File: src/rtl/stack_mc_controller_v2.sv
// -----------------------------------------------------------------------------
// stack_mc_controller_v2
//
// Multi-cycle control FSM for the stack-based MIPS datapath. It decodes the IR
// opcode field, sequences the datapath through fetch, decode and execute states,
// tracks stack occupancy, and traps underflow, overflow and illegal-opcode
// conditions into a sticky FAULT state.
//
// Ports:
//   clk        rising-edge clock
//   rst        asynchronous, active-high reset
//   inst       opcode from IR (must stay stable from ID until the instruction ends)
//   mem_ready  memory access completes this cycle
//   PcWrite, PcWriteC, PcSrc, PorI, MemRead, IRWrite, MemWrite,
//   LdA, LdB, SrcA, SrcB, Push, Pop, toS      single-bit datapath controls
//   StkSrc     stack write-data select: 00 ALU, 01 memory, 10 A, 11 B
//   AluOp      ALU function: 000 add, 001 sub, 010 and, 011 not, 100 or
//   sp_count   current stack occupancy
//   Halted     high in HALT
//   Fault      high in FAULT
//   FaultCode  01 underflow, 10 overflow, 11 illegal opcode, 00 otherwise
// -----------------------------------------------------------------------------
module stack_mc_controller_v2 #(
  parameter int OPW   = 4,
  parameter int DEPTH = 16,
  parameter int CNTW  = 5
) (
  input  logic            clk,
  input  logic            rst,
  input  logic [OPW-1:0]  inst,
  input  logic            mem_ready,
  output logic            PcWrite,
  output logic            PcWriteC,
  output logic            PcSrc,
  output logic            PorI,
  output logic            MemRead,
  output logic            IRWrite,
  output logic            MemWrite,
  output logic            LdA,
  output logic            LdB,
  output logic            SrcA,
  output logic            SrcB,
  output logic            Push,
  output logic            Pop,
  output logic            toS,
  output logic [1:0]      StkSrc,
  output logic [2:0]      AluOp,
  output logic [CNTW-1:0] sp_count,
  output logic            Halted,
  output logic            Fault,
  output logic [1:0]      FaultCode
);

  typedef enum logic [4:0] {
    S_IF, S_ID, S_JMP1, S_JZ1, S_PUSH1, S_PUSH2, S_O1, S_O2, S_POP1, S_NOT1,
    S_L1, S_L2, S_L3, S_PUSHG, S_DUPA, S_DUPB, S_SWA, S_SWB, S_HALT, S_FAULT
  } state_t;

  typedef enum logic [3:0] {
    OP_ADD  = 4'h0, OP_SUB  = 4'h1, OP_AND = 4'h2, OP_NOT  = 4'h3,
    OP_PUSH = 4'h4, OP_POP  = 4'h5, OP_JMP = 4'h6, OP_JZ   = 4'h7,
    OP_OR   = 4'h8, OP_DUP  = 4'h9, OP_SWAP = 4'hA, OP_HALT = 4'hB
  } op_t;

  localparam logic [CNTW-1:0] ONE_C   = CNTW'(1);
  localparam logic [CNTW-1:0] TWO_C   = CNTW'(2);
  localparam logic [CNTW-1:0] DEPTH_C = CNTW'(DEPTH);

  state_t     ps, ns;
  op_t        op;
  logic       upper_nz;
  logic       legal, need1, need2, need_room;
  logic [1:0] id_fault;

  assign op       = op_t'(inst[3:0]);
  // Any set bit above the 4-bit opcode makes the instruction illegal.
  assign upper_nz = |(inst >> 4);

  // Occupancy check performed in ID; priority illegal > underflow > overflow.
  always_comb begin
    legal     = !upper_nz;
    need1     = 1'b0;
    need2     = 1'b0;
    need_room = 1'b0;
    case (op)
      OP_PUSH:                                need_room = 1'b1;
      OP_POP, OP_NOT, OP_JZ:                  need1     = 1'b1;
      OP_DUP:                                 begin need1 = 1'b1; need_room = 1'b1; end
      OP_ADD, OP_SUB, OP_AND, OP_OR, OP_SWAP: need2     = 1'b1;
      OP_JMP, OP_HALT:                        ;
      default:                                legal     = 1'b0;
    endcase

    if (!legal)
      id_fault = 2'b11;
    else if ((need1 && sp_count < ONE_C) || (need2 && sp_count < TWO_C))
      id_fault = 2'b01;
    else if (need_room && sp_count >= DEPTH_C)
      id_fault = 2'b10;
    else
      id_fault = 2'b00;
  end

  // NOTE: every signal driven here gets a default first, so no path through
  // the case statement can leave one unassigned and infer a latch.
  always_comb begin
    ns       = ps;
    PcWrite  = 1'b0;
    PcWriteC = 1'b0;
    PcSrc    = 1'b0;
    PorI     = 1'b0;
    MemRead  = 1'b0;
    IRWrite  = 1'b0;
    MemWrite = 1'b0;
    LdA      = 1'b0;
    LdB      = 1'b0;
    SrcA     = 1'b0;
    SrcB     = 1'b0;
    Push     = 1'b0;
    Pop      = 1'b0;
    toS      = 1'b0;
    StkSrc   = 2'b00;
    AluOp    = 3'b000;
    Halted   = 1'b0;
    Fault    = 1'b0;

    case (ps)
      S_IF: begin
        MemRead = 1'b1;
        SrcA    = 1'b1;
        SrcB    = 1'b1;
        // PC increment and IR load only happen on the cycle the fetch completes.
        PcWrite = mem_ready;
        IRWrite = mem_ready;
        ns      = mem_ready ? S_ID : S_IF;
      end
      S_ID: begin
        toS = 1'b1;
        if (id_fault != 2'b00) ns = S_FAULT;
        else begin
          case (op)
            OP_PUSH: ns = S_PUSH1;
            OP_JMP:  ns = S_JMP1;
            OP_JZ:   ns = S_JZ1;
            OP_HALT: ns = S_HALT;
            default: ns = S_O1;
          endcase
        end
      end
      S_JMP1: begin PcSrc = 1'b1; PcWrite  = 1'b1; ns = S_IF; end
      S_JZ1:  begin PcSrc = 1'b1; PcWriteC = 1'b1; ns = S_IF; end
      S_PUSH1: begin
        PorI    = 1'b1;
        MemRead = 1'b1;
        ns      = mem_ready ? S_PUSH2 : S_PUSH1;
      end
      S_PUSH2: begin Push = 1'b1; StkSrc = 2'b01; ns = S_IF; end
      S_O1:    begin Pop = 1'b1; ns = S_O2; end
      S_O2: begin
        LdA = 1'b1;
        case (op)
          OP_POP:  ns = S_POP1;
          OP_NOT:  ns = S_NOT1;
          OP_DUP:  ns = S_DUPA;
          default: ns = S_L1;
        endcase
      end
      S_POP1: begin
        PorI     = 1'b1;
        MemWrite = 1'b1;
        ns       = mem_ready ? S_IF : S_POP1;
      end
      S_NOT1: begin AluOp = 3'b011; ns = S_PUSHG; end
      S_L1:   begin Pop = 1'b1; ns = S_L2; end
      S_L2: begin
        LdB = 1'b1;
        ns  = (op == OP_SWAP) ? S_SWA : S_L3;
      end
      S_L3: begin
        case (op)
          OP_SUB:  AluOp = 3'b001;
          OP_AND:  AluOp = 3'b010;
          OP_OR:   AluOp = 3'b100;
          default: AluOp = 3'b000;
        endcase
        ns = S_PUSHG;
      end
      S_PUSHG: begin Push = 1'b1; StkSrc = 2'b00; ns = S_IF; end
      S_DUPA:  begin Push = 1'b1; StkSrc = 2'b10; ns = S_DUPB; end
      S_DUPB:  begin Push = 1'b1; StkSrc = 2'b10; ns = S_IF; end
      // A holds the old top, B the old second: pushing A then B leaves the
      // former second entry on top.
      S_SWA:   begin Push = 1'b1; StkSrc = 2'b10; ns = S_SWB; end
      S_SWB:   begin Push = 1'b1; StkSrc = 2'b11; ns = S_IF; end
      S_HALT:  begin Halted = 1'b1; ns = S_HALT; end
      S_FAULT: begin Fault  = 1'b1; ns = S_FAULT; end
      default: ns = S_IF;
    endcase
  end

  // NOTE: state is updated with non-blocking assignments so every register
  // samples the pre-edge values and simulation matches the synthesized flops.
  always_ff @(posedge clk or posedge rst) begin
    if (rst) begin
      ps        <= S_IF;
      sp_count  <= '0;
      FaultCode <= 2'b00;
    end else begin
      ps <= ns;
      if (ps == S_ID && id_fault != 2'b00)
        FaultCode <= id_fault;
      if (Push)
        sp_count <= sp_count + ONE_C;
      else if (Pop)
        sp_count <= sp_count - ONE_C;
    end
  end

endmodule

File: config.mk
export PLATFORM = sky130hd
export DESIGN_NAME = stack_mc_controller_v2
export DESIGN_NICKNAME = d
export VERILOG_FILES = /design/src/rtl/stack_mc_controller_v2.sv
export SDC_FILE = /design/constraint.sdc
export NUM_CORES = 1
export LEC_CHECK = 0
export CAP_MARGIN = 40
export CORE_AREA = 2 2 47 81
export CTS_BUF_LIST = sky130_fd_sc_hd__clkbuf_16
export DETAILED_ROUTE_END_ITERATION = 10
export DIE_AREA = 0 0 49 83
export PLACE_DENSITY = 0.72
export SLEW_MARGIN = 40
export SYNTH_ARGS = -nofsm -noshare
export SYNTH_HDL_FRONTEND = slang
export SYNTH_SLANG_ARGS = --single-unit
export TNS_END_PERCENT = 5
File: constraint.sdc
create_clock -name clk -period 1.7 [get_ports clk]
set_input_delay 0.34 -clock clk [delete_from_list [all_inputs] [get_ports clk]]
set_output_delay 0.34 -clock clk [all_outputs]
set_load 0.01 [all_outputs]
==> reports/results.tsv <==
metric	value	unit
power.density	423	nW/µm²
power	0.837	mW
worstSetupPathType	reg2out	
overflow	0	
hpwl	3.14	mm
final_common_cell	buf_4	
fin_ws	-0.177	ns
power.internal	0.651	mW
syn_area_per_cell	7.89	µm²
clock-sinks	12	
synth-compound-area-share	25.0	%
drv_slew	0	
htree_levels	1	
portBuffers	34	
layout_worst_path_cycle_share	110	%
synth_edf_count	0	
ctsRootBufferMaster	clkbuf_16	
synth_xor_area_share	5.05	%
crit_family	simple AND/OR/NAND/NOR gates	
synth_ff_type	dfrtp_1	
drt-pass1-iter-count	4	
dpl.cell_count	258	
clkPwrFrac	52.5	%
muxShareOfSynthArea	3.40	%
critPathArrivalTime	1.54	ns
grt_pass1_wl	7.11	mm
synth.net_count	163	
top_usage_layer	met2	
p_sw_share	22.3	%
antenna_found_initial	0	
drive_above_1_share	44.8	%
worst_pin_slew	0.502	ns
clock_latency	0.24	ns
fmax	0.533	GHz
post-route-drc-count	0	
area_delta_synth_final	63.0	%
n_antenna_cell	0	
vias	1475	
tritoncts	yes	
grt_usage	21.6	%
synthAdderAreaFrac	2.06	%
synth-simple-area-share	30.5	%
rows	28	
ios	35	
irDropWorstVdd	0.415	mV
async_flop_share	100	%
crit_fanout	5	
crit_path_max_incr_delay	0.44	ns
ys_types	54	
finalWirelength	4.29	mm
yosysTopAreaCellShare	24.7	%
yosysTopAreaCell	dfrtp_1	
core	3400	µm²
layout_min_cycle_time	1.88	ns
max_slew_margin	66.5	%
die_w	49	µm
synth_seq_cells	12	
min_path_type	in2async	
syn_inst	154	
end_kind	primary output	
status	finished, violations left	
nNetsFinal	233	
grt_max_degree	13	
ant_nets	0	
routedWlPerCell	16.0	µm
gr-usage-met2	42.5	%
cts_buffers	3	
path_buf_inv	2	
synth_top_family_by_area	simple AND/OR/NAND/NOR gates	
synth.area.top_cells	dfrtp_1, nor2_1, xnor2_1	
die_h	83	µm
syn_area	1210	µm²
start_kind	flip-flop	
cts_max_path_buffers	2	
start_util	35.8	%
violations	negative setup slack	
p_seq_share	34.8	%
drt_iter0_drc	37	
p_leak	0.885	nW
crit_chain	or3b_4 -> buf_6 -> o32ai_4 -> buf_2	
place_area	1860	µm²
first_global_vias	1509	
rsz0062_at_grt	true	
clk_pin_slew	0.05	ns
setup_tns	-1.39	ns
comb_power_share	12.8	%
met3_usage	1.44	%
ys_seq_area_share	24.7	%
ctsHoldBuffers	0	
use_met1	23.0	%
final_hold_viol_count	0	
crit_path_top_delay_cell	or3b_4	
power.switching	0.186	mW
layout_common_cells	buf_4, buf_2, nor2_1	
setup_viol	15	
layout.cells.non_filler	268	
die_area	4070	µm²
maxCapViolations	0	
vias_per_cell	5.50	
stdcell_area	1980	µm²
required	1.36	ns
routabilityCongestion	0.909	
clock_skew	0.00297	ns
yosysWarnings	0	
## layer usage
| metal | up-vias | part of all wire (%) |
|---|---|---|
| li1 | 688 | - |
| met1 | 723 | 37 |
| met2 | 54 | 57 |
| met3 | 10 | 3.8 |
| met4 | 0 | 2.4 |
| met5 | - | 0 |
## registers in the layout, summed over array words and instances (netlist names)
register,cells
FaultCode,2
ps,5
sp_count,5
## kinds of logic after synthesis
logic type	after synthesis
AO/OA/AOI/OAI	38
multiplexers	4
flip-flops	12
AND/OR/NAND/NOR	68
XOR/XNOR	7
buffers and inverters	23
adder cells (fa/ha/maj)	2
## final cells by class
| type | count | area [µm²] |
|---|---|---|
| Clock buffer | 3 | 75.1 |
| Clock inverter | 1 | 3.75 |
| Fill cell | 313 | 1420 |
| Inverter | 6 | 22.5 |
| Multi-Input combinational cell | 119 | 890 |
| Sequential cell | 12 | 302 |
| Tap cell | 45 | 56.3 |
| Timing Repair Buffer | 82 | 632 |
## repair_timing
item                       CTS  global route
buffers inserted             7             0
gates resized for setup    102            14
pin swaps                    9             4
setup endpoints to repair   29            29
## power groups by stage
stage / clock network [mW] / registers, mW / logic (mW)
after floorplan: 0 / 0.296 / 0.0477
after global placement: 0 / 0.295 / 0.0996
after detailed placement: 0 / 0.295 / 0.103
after CTS: 0.439 / 0.291 / 0.105
after global routing: 0.457 / 0.291 / 0.114
final: 0.439 / 0.291 / 0.107
## through the flow
stage	utilization, %	worst slack [ns]	hold slack (ns)
floorplan	-	-0.0225	0.205
global placement	54.6	-0.535	0.516
detailed placement	54.6	-0.591	0.520
CTS	57.6	-0.156	0.460
global route	58.3	-0.210	0.511
finish	58.3	-0.177	0.441
## cell usage after synthesis (all sizes together) (2+ instances only)
master / number
nand4: 2
nand3: 3
clkbuf: 9
a32oi: 2
and3b: 3
a21oi: 8
inv: 6
or3: 3
mux2i: 3
nand3b: 4
buf: 8
nand2: 5
o31ai: 2
nand2b: 6
nor3: 6
xnor2: 6
dfrtp: 12
a31o: 2
ha: 2
o21ai: 9
nor2: 22
and3: 3
nor2b: 3
## final timing paths
kind                       slack (ns)  cells after the start          end         from
hold / removal                   0.44                      2  sp_count[3]          rst
max in group asynchronous        0.89                      2        ps[4]          rst
min in group clk                 0.52                      1  sp_count[3]  sp_count[3]
setup reg to reg                 0.02                      6  sp_count[4]        ps[4]
setup / recovery                -0.18                      4         Push        ps[4]
hold reg to reg                  0.52                      1  sp_count[3]  sp_count[3]
No activity file was read; power rests on OpenSTA's default activity.
